==> src/rtl/countdown_pkg.sv <==
// -----------------------------------------------------------------------------
// countdown_pkg
// Shared definitions for the countdown timer block.
//   - state_e       : 2-bit FSM state encoding (IDLE, ARMED, RUN, DONE)
//   - DEFAULT_WIDTH : default count / load value width
//   - DEFAULT_PRE_W : default prescale field width
//   - is_running()  : helper that decodes the RUN state
// -----------------------------------------------------------------------------
package countdown_pkg;

  localparam int DEFAULT_WIDTH = 8;
  localparam int DEFAULT_PRE_W = 4;

  typedef enum logic [1:0] {
    ST_IDLE  = 2'd0,
    ST_ARMED = 2'd1,
    ST_RUN   = 2'd2,
    ST_DONE  = 2'd3
  } state_e;

  function automatic logic is_running(input state_e s);
    return (s == ST_RUN);
  endfunction

endpackage : countdown_pkg

==> src/rtl/countdown_prescaler.sv <==
// -----------------------------------------------------------------------------
// countdown_prescaler
// Programmable divider: while en is high the internal counter advances once
// per cycle and tick is asserted on the cycle where it equals div, at which
// point it wraps to 0. With en low the counter holds its phase, so a paused
// countdown resumes exactly where it left off.
//
// Ports
//   clk   in   1      clock, rising edge
//   rst_n in   1      asynchronous active-low reset
//   en    in   1      advance the divider this cycle
//   clr   in   1      force the divider back to 0 (wins over en)
//   div   in   PRE_W  terminal value; tick period is div+1 enabled cycles
//   tick  out  1      high on the enabled cycle that completes a period
// -----------------------------------------------------------------------------
module countdown_prescaler
  import countdown_pkg::*;
#(
  parameter int PRE_W = DEFAULT_PRE_W
) (
  input  logic             clk,
  input  logic             rst_n,
  input  logic             en,
  input  logic             clr,
  input  logic [PRE_W-1:0] div,
  output logic             tick
);

  logic [PRE_W-1:0] cnt_q;
  logic [PRE_W-1:0] cnt_d;

  // Combinational so the parent can act on the same edge the divider wraps.
  assign tick = en && (cnt_q == div);

  always_comb begin
    cnt_d = cnt_q;
    if (clr) begin
      cnt_d = '0;
    end else if (en) begin
      cnt_d = tick ? '0 : (cnt_q + PRE_W'(1));
    end
  end

  always_ff @(posedge clk or negedge rst_n) begin
    if (!rst_n) begin
      cnt_q <= '0;
    end else begin
      cnt_q <= cnt_d;
    end
  end

endmodule : countdown_prescaler

==> src/rtl/countdown_8b.sv <==
// -----------------------------------------------------------------------------
// countdown_8b
// Loadable, pausable countdown timer with a programmable prescaler.
// load captures load_val into count and the reload register and arms the
// timer; start runs it; stop pauses it without losing count or prescaler
// phase. When count steps from 1 to 0 a one-cycle expire pulse is produced.
//
// Build option
//   COUNTDOWN_AUTO_RELOAD_EN : when defined, expiry reloads count from the
//                              reload register and keeps running (a reload
//                              value of 0 still ends in DONE). When undefined
//                              the timer stops in DONE with count held at 0.
//
// Ports
//   clk      in   1      clock, rising edge
//   rst_n    in   1      asynchronous active-low reset
//   load     in   1      capture load_val (highest priority, any state)
//   load_val in   WIDTH  initial / reload value
//   start    in   1      start or resume (ignored in IDLE and RUN)
//   stop     in   1      pause (only acts in RUN)
//   prescale in   PRE_W  divider, sampled only when start is accepted
//   count    out  WIDTH  remaining value (registered)
//   busy     out  1      high while in RUN
//   expire   out  1      registered one-cycle pulse on reaching 0
// -----------------------------------------------------------------------------
module countdown_8b
  import countdown_pkg::*;
#(
  parameter int WIDTH = DEFAULT_WIDTH,
  parameter int PRE_W = DEFAULT_PRE_W
) (
  input  logic             clk,
  input  logic             rst_n,
  input  logic             load,
  input  logic [WIDTH-1:0] load_val,
  input  logic             start,
  input  logic             stop,
  input  logic [PRE_W-1:0] prescale,
  output logic [WIDTH-1:0] count,
  output logic             busy,
  output logic             expire
);

  localparam logic [WIDTH-1:0] ONE = WIDTH'(1);

  state_e           state_q,      state_d;
  logic [WIDTH-1:0] count_q,      count_d;
  logic [WIDTH-1:0] reload_q,     reload_d;
  logic [PRE_W-1:0] prescale_r_q, prescale_r_d;
  logic             expire_q,     expire_d;

  logic             pre_en;
  logic             pre_clr;
  logic             pre_tick;

  // The divider only advances on genuine RUN cycles: a load or stop on the
  // same edge freezes it (load then clears it).
  assign pre_en  = is_running(state_q) && !load && !stop;
  assign pre_clr = load;

  countdown_prescaler #(
    .PRE_W (PRE_W)
  ) u_prescaler (
    .clk   (clk),
    .rst_n (rst_n),
    .en    (pre_en),
    .clr   (pre_clr),
    .div   (prescale_r_q),
    .tick  (pre_tick)
  );

  // ---------------------------------------------------------------------------
  // State and datapath registers
  // ---------------------------------------------------------------------------
  always_ff @(posedge clk or negedge rst_n) begin
    if (!rst_n) begin
      state_q      <= ST_IDLE;
      count_q      <= '0;
      reload_q     <= '0;
      prescale_r_q <= '0;
      expire_q     <= 1'b0;
    end else begin
      state_q      <= state_d;
      count_q      <= count_d;
      reload_q     <= reload_d;
      prescale_r_q <= prescale_r_d;
      expire_q     <= expire_d;
    end
  end

  // ---------------------------------------------------------------------------
  // Next-state logic. Priority is load > stop > start.
  // ---------------------------------------------------------------------------
  always_comb begin
    state_d      = state_q;
    count_d      = count_q;
    reload_d     = reload_q;
    prescale_r_d = prescale_r_q;
    expire_d     = 1'b0;

    if (load) begin
      // Also swallows any expiry that would have happened on this edge.
      state_d  = ST_ARMED;
      count_d  = load_val;
      reload_d = load_val;
    end else begin
      case (state_q)
        ST_IDLE: begin
          // Nothing to count until a value has been loaded.
        end

        ST_ARMED, ST_DONE: begin
          if (start) begin
            if (count_q == '0) begin
              // Nothing left to count: signal expiry without entering RUN.
              state_d  = ST_DONE;
              expire_d = 1'b1;
            end else begin
              state_d      = ST_RUN;
              prescale_r_d = prescale;
            end
          end
        end

        ST_RUN: begin
          if (stop) begin
            state_d = ST_ARMED;
          end else if (pre_tick) begin
            if (count_q == ONE) begin
              expire_d = 1'b1;
`ifdef COUNTDOWN_AUTO_RELOAD_EN
              // Divider has just wrapped to 0, so the next period is full.
              if (reload_q != '0) begin
                count_d = reload_q;
              end else begin
                count_d = '0;
                state_d = ST_DONE;
              end
`else
              count_d = '0;
              state_d = ST_DONE;
`endif
            end else begin
              count_d = count_q - ONE;
            end
          end
        end

        default: begin
          state_d = ST_IDLE;
        end
      endcase
    end
  end

`ifndef COUNTDOWN_AUTO_RELOAD_EN
  // Without auto-reload the stored value never feeds the count path.
  logic unused_reload;
  assign unused_reload = ^reload_q;
`endif

  // ---------------------------------------------------------------------------
  // Outputs
  // ---------------------------------------------------------------------------
  always_comb begin
    count  = count_q;
    busy   = is_running(state_q);
    expire = expire_q;
  end

  // RUN is only ever entered or kept with a non-zero count.
  assert property (@(posedge clk) disable iff (!rst_n) busy |-> (count != '0));

endmodule : countdown_8b
==> config.mk <==
export PLATFORM = sky130hd
export DESIGN_NAME = countdown_8b
export DESIGN_NICKNAME = d
export VERILOG_FILES = /design/src/rtl/countdown_pkg.sv /design/src/rtl/countdown_prescaler.sv /design/src/rtl/countdown_8b.sv
export SDC_FILE = /design/constraint.sdc
export NUM_CORES = 1
export LEC_CHECK = 0
export CAP_MARGIN = 20
export CORE_MARGIN = 8
export CORE_UTILIZATION = 30
export CTS_CLUSTER_DIAMETER = 30
export DETAILED_ROUTE_END_ITERATION = 12
export HOLD_SLACK_MARGIN = 0.12
export PLACE_DENSITY = 0.57
export SYNTH_ARGS = -nofsm -noshare
export SYNTH_HDL_FRONTEND = slang
export SYNTH_HIERARCHICAL = 1
export SYNTH_SLANG_ARGS = --single-unit
export TNS_END_PERCENT = 1
==> constraint.sdc <==
create_clock -name clk -period 2.2 [get_ports clk]
set_clock_uncertainty 0.05 [all_clocks]
set_input_delay 0.22 -clock clk [delete_from_list [all_inputs] [get_ports clk]]
set_output_delay 0.22 -clock clk [all_outputs]
set_load 0.1 [all_outputs]
==> impl_metrics.csv <==
group,metric,value,unit
logic_synthesis,synth_top_area_cell,"dfrtp_1",
clock_tree,cts_buffer_depth,2,
pwr,power_density,609,nW/um2
sta,clock.fmax,485,MHz
logic_synthesis,synth-edff-count,0,
drt,drt-total-wl,2950,um
clock_tree,clk_latency,0.26,ns
cells_and_area,finish.utilization,0.429,
critical_path,worst_setup_path_end_kind,"flip-flop",
clock_tree,cts_tree,"yes",
cells_and_area,fin_cells,201,
global_routing,grt_pass1_wl,4900,um
cells_and_area,final_cell_mix,"21 x buf_4, 17 x dfrtp_1, 16 x clkdlybuf4s50_1, 9 x nand2_1",
critical_path,r2r-end,"count[3]",
global_routing,grt_pass1_vias,1006,
global_routing,gr-total-overflow,0,
critical_path,crit_fanout,4,
drt,dr.pass1.iters,4,
clock_tree,cts_num_sinks,19,
die,dieHeight,78.5,um
critical_path,cp-start-kind,"flip-flop",
cells_and_area,final_cell_area,1590,um2
logic_synthesis,yosysSeqAreaShare,0.406,
placement,placed_area,1530,um2
die,floorplan.initialDensity,0.315,
sta,max-slew-margin-rel,0.643,
sta,setup_ws,0.137,ns
drt,vias,1020,
cells_and_area,finalNetCount,174,
logic_synthesis,postSynthAreaPerCell,10.1,um2
clock_tree,cts-hold-fix-buffers,0,
sta,setup_viol,0,
critical_path,r2r_slack,0.14,ns
placement,dp_hpwl,2270,um
clock_tree,ctsHtreeMaxLevel,1,
cells_and_area,nFillCells,387,
cells_and_area,syn2layout_area_growth,36.1,%
logic_synthesis,synth.top_cells.by_area,"dfrtp_1 41%, mux2_1 4.8%, xor2_1 3.7%",
drt,initialDrtViolationCount,96,
die,die_area,6160,um2
die,rows,22,
clock_tree,numCtsBuffers,3,
clock_tree,clk_pin_slew_worst_paths,0.07,ns
placement,port_buffers,26,
logic_synthesis,syn-num-nets,136,
pwr,ir_worst_vdd,259,uV
clock_tree,cts_root_buffer,"clkbuf_8",
cells_and_area,diodes,0,
die,ios,27,
drt,avgRoutedWirePerCell,14.7,um
drt,route.detailed.drc,0,
logic_synthesis,synthFlopType,"dfrtp_1",
logic_synthesis,ys_warn_count,6,
logic_synthesis,syn-instance-count,116,
critical_path,r2r_start,"u_prescaler/cnt_q[1]",
die,core_area,3720,um2
critical_path,worst_r2r_path_depth,7,
logic_synthesis,synth.cell_area,1170,um2
cells_and_area,final_common_cell,"buf_4",
global_routing,antenna_found_initial,0,
sta,finalCriticalPeriod,2.06,ns
logic_synthesis,synth_top_area_share,0.406,
pwr,p_leak,0.657,nW
job,max-cap-violations,0,
drt,via_per_inst,5.07,
die,die-width,78.5,um
placement,dp.cells,196,
logic_synthesis,ys_seq_elements,19,
cells_and_area,multi_input_area,667,um2
sta,drv_slew,0,
critical_path,cp.arrival,2.16,ns
placement,routabilityCongestion,0.790,
global_routing,groute.usage.overall,0.0984,
outcome,status,"complete, no violations",
placement,post-place-ws,0.00195,ns
critical_path,worstPathRequired,2.29,ns
worst_hold_path,hold_path.class,"in2async",
drt,drt.antenna.violating_nets,0,
logic_synthesis,ys_types,48,
cells_and_area,final_layout_size_suffix_gt1_frac,0.242,
logic_synthesis,ys_async_sr_fraction,1.00,
global_routing,grt_max_degree,27,
sta,tightest_slew,0.532,ns
cells_and_area,seq_area,478,um2
sta,report.final.hold_viol_count,0,
sta,fin_crit_sh,0.938,
critical_path,path_class,"reg2reg",
## critical path, cell delays in order, from the launching register on
cell,delay [ns]
dfrtp_1,0.42
xor2_1,0.18
nor4_2,0.31
and2_4,0.20
nand4bb_1,0.14
or4_1,0.45
a22oi_2,0.14
o21ai_1,0.07
## layout make-up
class,instances,area share
multi-input combinational,86,0.418
sequential,19,0.300
timing repair buffer,37,0.199
tap,48,0.0377
clock buffer,4,0.0283
inverter,7,0.0165
## through the flow
step | setup TNS, ns | hold slack, ns | power [mW]
2_1_floorplan | -0.0858 | -0.126 | 0.624
3_3_place_gp | 0 | 0.446 | 0.725
3_5_place_dp | 0 | 0.450 | 0.727
4_1_cts | 0 | 0.233 | 0.980
5_1_grt | -0.000220 | 0.257 | 1.02
6_report | 0 | 0.224 | 0.970
## how the worst max path moves through the flow
stage	slack, ns	to	from	cells past startpoint
after detailed placement	0.002	count[3]	load	7
after global placement	0.07	count[3]	load	7
after CTS	0.05	count[3]	u_prescaler/cnt_q[2]	7
after global routing	-0.0002	count[3]	u_prescaler/cnt_q[1]	7
final	0.14	count[3]	u_prescaler/cnt_q[1]	7
after floorplan	-0.09	state_q[0]	state_q[0]	3
## Yosys cell counts, types with 2 or more instances
master and instances:
a211oi_1 2, a21oi_1 6, a22oi_1 4, dfrtp_1 19
ha_1 3, inv_1 7, mux2_1 5, nand2_1 9
nand3_1 2, nor2_1 7, nor2b_1 3, nor3b_2 2
o21ai_1 6, o32ai_1 2, or4_1 2, xor2_1 5
## repair_timing
item | CTS | global route
setup endpoints to repair | 0 | 4
buffers inserted | 0 | 1
resized for setup | 0 | 3
## registers in the layout (all words and copies together) (netlist names)
signal and cells:
count 8, prescale_r_q 4, u_prescaler/cnt_q 4, state_q 2, expire 1
## cells by family (layout without fill, tap and decap cells)
family / after synthesis / in the layout / synth area share
AO/OA/AOI/OAI: 30 / 30 / 0.181
XOR/XNOR: 6 / 6 / 0.0449
adder cells (fa/ha/maj): 3 / 3 / 0.0321
buffers and inverters: 11 / 48 / 0.0374
flip-flops: 19 / 19 / 0.406
multiplexers: 7 / 7 / 0.0662
AND/OR/NAND/NOR: 40 / 40 / 0.233
## power breakdown
part / internal (mW) / switching, mW
Sequential: 0.381 / 0.0395
Combinational: 0.107 / 0.193
Clock: 0.129 / 0.121
## layer usage
metal  track usage  vias up  share of wire
li1              -      507              -
met3        0.0182        4          0.040
met4        0.0556        0          0.021
met1         0.127      485           0.48
met2         0.151       24           0.46
met5             0        -              0
Power figures use the tool's default switching activity.
